--- config.mk ---
export PLATFORM = sky130hd
export DESIGN_NAME = freq_sweep_seq
export DESIGN_NICKNAME = d
export VERILOG_FILES = /design/src/rtl/freq_sweep_seq.sv
export SDC_FILE = /design/constraint.sdc
export NUM_CORES = 1
export LEC_CHECK = 0
export CAP_MARGIN = 20
export CORE_MARGIN = 2
export CORE_UTILIZATION = 55
export CTS_BUF_LIST = sky130_fd_sc_hd__clkbuf_8
export DETAILED_ROUTE_END_ITERATION = 8
export GPL_TIMING_DRIVEN = 0
export HOLD_SLACK_MARGIN = 0.1
export PLACE_DENSITY = 0.91
export SLEW_MARGIN = 10
export SYNTH_ARGS = -nofsm -noshare
export SYNTH_HDL_FRONTEND = slang
export SYNTH_SLANG_ARGS = --single-unit
--- constraint.sdc ---
create_clock -name clk_50m -period 5.49 [get_ports clk_50m]
set_input_delay 1.647 -clock clk_50m [delete_from_list [all_inputs] [get_ports clk_50m]]
set_output_delay 1.647 -clock clk_50m [all_outputs]
set_load 0.05 [all_outputs]
--- src/rtl/freq_sweep_seq.sv ---
// Stepped DDS frequency sweep: settles on each code, requests one amplitude
// measurement per point, and tracks the peak-response code.
module freq_sweep_seq #(
  parameter int unsigned SETTLE_CYC  = 2000,
  parameter int unsigned TIMEOUT_CYC = 5000000,
  parameter int unsigned CNT_W       = 12
) (
  input  logic             clk_50m,
  input  logic             rst,
  input  logic             start,
  input  logic             abort,
  input  logic [15:0]      f_start,
  input  logic [15:0]      f_stop,
  input  logic [15:0]      f_step,
  input  logic [15:0]      f_restore,
  input  logic             meas_done,
  input  logic [15:0]      meas_amp,
  output logic [15:0]      freq_code,
  output logic             meas_start,
  output logic             busy,
  output logic             done,
  output logic [15:0]      peak_freq,
  output logic [15:0]      peak_amp,
  output logic [CNT_W-1:0] pt_cnt,
  output logic             timeout_err
);

  localparam int unsigned SET_W = (SETTLE_CYC  > 1) ? $clog2(SETTLE_CYC)  : 1;
  localparam int unsigned TO_W  = (TIMEOUT_CYC > 1) ? $clog2(TIMEOUT_CYC) : 1;
  localparam logic [SET_W-1:0] SET_LAST = SET_W'(SETTLE_CYC - 1);
  localparam logic [TO_W-1:0]  TO_LAST  = TO_W'(TIMEOUT_CYC - 1);

  typedef enum logic [2:0] {
    IDLE, LOAD, SETTLE, MEAS_REQ, MEAS_WAIT, NEXT, FINISH
  } state_t;

  typedef struct packed {
    logic [15:0] f_start;
    logic [15:0] f_stop;
    logic [15:0] f_step;
    logic [15:0] f_restore;
  } sweep_cfg_t;

  state_t           state;
  sweep_cfg_t       cfg;
  logic [SET_W-1:0] settle_cnt;
  logic [TO_W-1:0]  wait_cnt;
  logic [16:0]      sum;

  // 17-bit so a step past 0xFFFF ends the sweep instead of wrapping
  assign sum = {1'b0, freq_code} + {1'b0, cfg.f_step};

  always_ff @(posedge clk_50m) begin
    if (rst) begin
      state       <= IDLE;
      cfg         <= '0;
      settle_cnt  <= '0;
      wait_cnt    <= '0;
      freq_code   <= '0;
      meas_start  <= 1'b0;
      busy        <= 1'b0;
      done        <= 1'b0;
      peak_freq   <= '0;
      peak_amp    <= '0;
      pt_cnt      <= '0;
      timeout_err <= 1'b0;
    end else begin
      meas_start <= 1'b0;
      done       <= 1'b0;
      if (state != IDLE && abort) begin
        freq_code <= cfg.f_restore;
        busy      <= 1'b0;
        state     <= IDLE;
      end else begin
        case (state)
          IDLE: if (start && !abort) begin
            cfg.f_start   <= f_start;
            cfg.f_stop    <= f_stop;
            cfg.f_step    <= (f_step == 16'd0) ? 16'd1 : f_step;
            cfg.f_restore <= f_restore;
            peak_freq     <= '0;
            peak_amp      <= '0;
            pt_cnt        <= '0;
            timeout_err   <= 1'b0;
            busy          <= 1'b1;
            state         <= (f_start > f_stop) ? FINISH : LOAD;
          end
          LOAD: begin
            freq_code  <= cfg.f_start;
            settle_cnt <= '0;
            state      <= SETTLE;
          end
          SETTLE: begin
            if (settle_cnt == SET_LAST) begin
              meas_start <= 1'b1;
              state      <= MEAS_REQ;
            end else begin
              settle_cnt <= settle_cnt + 1'b1;
            end
          end
          MEAS_REQ: begin
            wait_cnt <= '0;
            state    <= MEAS_WAIT;
          end
          MEAS_WAIT: begin
            if (meas_done) begin
              if (pt_cnt != '1) pt_cnt <= pt_cnt + 1'b1;
              if (meas_amp > peak_amp) begin
                peak_amp  <= meas_amp;
                peak_freq <= freq_code;
              end
              state <= NEXT;
            end else if (wait_cnt == TO_LAST) begin
              // a timed-out point counts as amplitude 0, which never beats the peak
              if (pt_cnt != '1) pt_cnt <= pt_cnt + 1'b1;
              timeout_err <= 1'b1;
              state       <= NEXT;
            end else begin
              wait_cnt <= wait_cnt + 1'b1;
            end
          end
          NEXT: begin
            if (sum[16] || sum[15:0] > cfg.f_stop) begin
              state <= FINISH;
            end else begin
              freq_code  <= sum[15:0];
              settle_cnt <= '0;
              state      <= SETTLE;
            end
          end
          FINISH: begin
            freq_code <= cfg.f_restore;
            done      <= 1'b1;
            busy      <= 1'b0;
            state     <= IDLE;
          end
          default: state <= IDLE;
        endcase
      end
    end
  end

endmodule
==> impl_metrics.ini <==
[finish]
regArea_mm2 = 0.00330
diodes = 0
areaGrowthSynthToFinish_pct = 24.7
layout_common_cells = 186 x nand2_1, 165 x dfxtp_1, 147 x clkdlybuf4s50_1, 133 x nor2_1, 103 x a21oi_1
multi_input_area_mm2 = 0.00500
drive_above_1_share_pct = 4.56
final_common_cell = nand2_1
n_fill_cell = 1251
nNetsFinal = 1412

[floorplanning]
die_area_mm2 = 0.0169
die-height_um = 130
fp.dieW_um = 130
core_area_mm2 = 0.0157
start_util_pct = 55.6
ioPinCount = 149
rows = 46

[run_status]
outcome = finished clean

[setup_path]
critPathMaxFanout = 10
crit_arrival_ns = 5.21
startpoint_type = flop
worst_setup_path_end_kind = flop
required_ns = 5.87
crit_type = reg -> reg

[sta]
period_share_pct = 88.0
tightest_slew_ns = 0.744
finalSetupViolCount = 0
final.setup.tns_ns = 0
drv_slew = 0
relSlewSlack_pct = 49.9
clock-skew-final_ns = 0.0152
max_freq_mhz = 207
rsz0062_at_grt = no
period_needed_ns = 4.83
final_hold_viol_count = 0

[global_routing]
grt-ovfl-total = 0
grt_first_pass_wirelength_um = 38200
grt_pass1_vias = 8076
grtUsageTotal_pct = 28.7
antenna_found_initial = 0
grt_max_degree = 17

[clock_tree]
cts_tree = yes
clock_latency_ns = 0.47
cts_root_buffer = clkbuf_8
htree_levels = 4
numCtsBuffers = 17
cts_resized = 0
clock_path_buffers = 2
cts.clk_slew.worst_paths_ns = 0.09
cts_hold_buf = 0
clock_sinks = 165
postCtsSetupBuffers = 0

[pwr]
power.leakage_nw = 4.26
pwr-share-comb_pct = 37.9
power_frac_seq_pct = 37.5
power_frac_clock_pct = 24.6
power_w = 0.00377
internal_power_w = 0.00228
sw_frac_of_total_pct = 39.4
p_per_area_mw_per_mm2 = 346
p_sw_w = 0.00148
peakVddDrop_mv = 0.226

[synthesis]
ys_ff_latch = 165
ys_types = 64
yosys_most_used_dff = dfxtp_1
yosys.area.top_type = dfxtp_1
avgSynthCellArea_um2 = 8.00
synth_nets = 1245
async_flop_share_pct = 0
synth_cells = 1092
synth_edf_count = 0
yosysSeqAreaShare_pct = 37.8
synth_warnings = 0
synthTopCellsByArea = dfxtp_1 38%, ha_1 9.6%, nand2_1 8.0%
synth_top_area_share_pct = 37.8
mappedNetlistArea_mm2 = 0.00873

[worst_hold_path]
hold_path_class = reg -> reg

[detailed_routing]
avgViaCountPerCell = 5.71
drc = 0
drt_iter0_markers = 768
drtPass1Iterations = 6
wl_um = 24100
wl_per_cell_um = 16.2
num_vias = 8497
ant_nets = 0

[place]
place.gp.congestion = 0.980
portBuffers = 147
post-dp-hpwl_um = 18700

[flow_run]
maxCapViolCount = 0
power by group through the flow:
stage	Clock (W)	Sequential, W	Combinational, W
floorplan	0	0.00152	0.000868
global placement	0	0.00143	0.00135
detailed placement	0	0.00144	0.00139
CTS	0.000928	0.00141	0.00140
global route	0.000975	0.00142	0.00157
finish	0.000926	0.00141	0.00143
registers in the layout, summed over array words and instances, names as in the netlist:
register     count
pt_cnt          12
state            3
settle_cnt      11
cfg             64
done             1
freq_code       16
peak_freq       16
timeout_err      1
wait_cnt        23
busy             1
peak_amp        16
meas_start       1
layer usage:
metal	part of all wire, %	vias up	global-route usage (%)	wire [um]
met5	0	-	0	0
met4	5.7	0	16.8	1360
met3	7.8	102	5.82	1880
met2	46	364	47.6	11100
met1	40	3944	34.7	9690
li1	-	4087	-	-
metrics by stage:
step	hold WS (ns)	utilization [%]	setup slack [ns]	std cells	instance area (um2)
3_5_place_dp	0.448	66.7	0.753	1455	10500
3_3_place_gp	0.443	66.7	0.830	1455	10500
5_1_grt	0.480	69.3	0.350	1488	10900
4_1_cts	0.462	69.3	0.719	1487	10900
6_report	0.463	69.3	0.659	1488	10900
2_1_floorplan	0.436	-	1.15	1092	8730
final cells by class:
class	instances	share of cell area, %
Inverter	60	2.07
Buffer	52	1.90
Timing Repair Buffer	148	13.6
Multi-Input combinational cell	815	45.9
Tap cell	216	2.48
Clock inverter	15	1.64
Clock buffer	17	2.15
Sequential cell	165	30.3
logic make-up after synthesis:
family | after synthesis | share of synthesized area [%]
AND/OR/NAND/NOR | 444 | 22.6
buffers and inverters | 112 | 4.94
AO/OA/AOI/OAI | 217 | 15.5
XOR/XNOR | 52 | 5.21
flip-flops | 165 | 37.8
adder cells (fa/ha/maj) | 68 | 9.83
multiplexers | 34 | 4.13
worst max-delay path, cell delays in order (launching register included):
cell and delay, ns:
dfxtp_1 0.50, ha_1 0.34, nor2b_1 0.17, o31a_1 0.27, o31a_1 0.29, a221o_1 0.37, a31oi_1 0.21, xnor2_1 0.15
ha_1 0.32, nand4_1 0.17, nor4_1 0.40, and3_1 0.22, a21oi_1 0.09, o31ai_1 0.47, clkbuf_1 0.42, nor2_1 0.09
a211oi_1 0.25
cell usage after synthesis, drive strengths merged (2+ instances only):
cell type,count
nand2,186
dfxtp,165
nor2,133
a21oi,103
ha,67
inv,59
clkbuf,46
xor2,28
o21ai,24
xnor2,24
nand4,22
and2,19
mux2i,18
and3,17
nor3,17
a21o,16
mux2,16
a211oi,14
nand3,12
a22oi,9
nor2b,8
nor4,8
o21a,7
or3,7
buf,6
a21boi,4
a31oi,4
o31a,4
a221oi,3
a222oi,3
a22o,3
nand2b,3
nor3b,3
o211ai,3
a32oi,2
nand3b,2
o2111ai,2
o311a,2
o31ai,2
o41ai,2
or2,2
final timing paths:
kind / start / end / slack [ns] / cells past startpoint
min reg2reg: cfg[47] / cfg[47] / 0.46 / 2
min: cfg[47] / cfg[47] / 0.46 / 2
max: freq_code[2] / freq_code[8] / 0.66 / 16
max reg2reg: freq_code[2] / freq_code[8] / 0.66 / 16
Power figures use the tool's default switching activity.
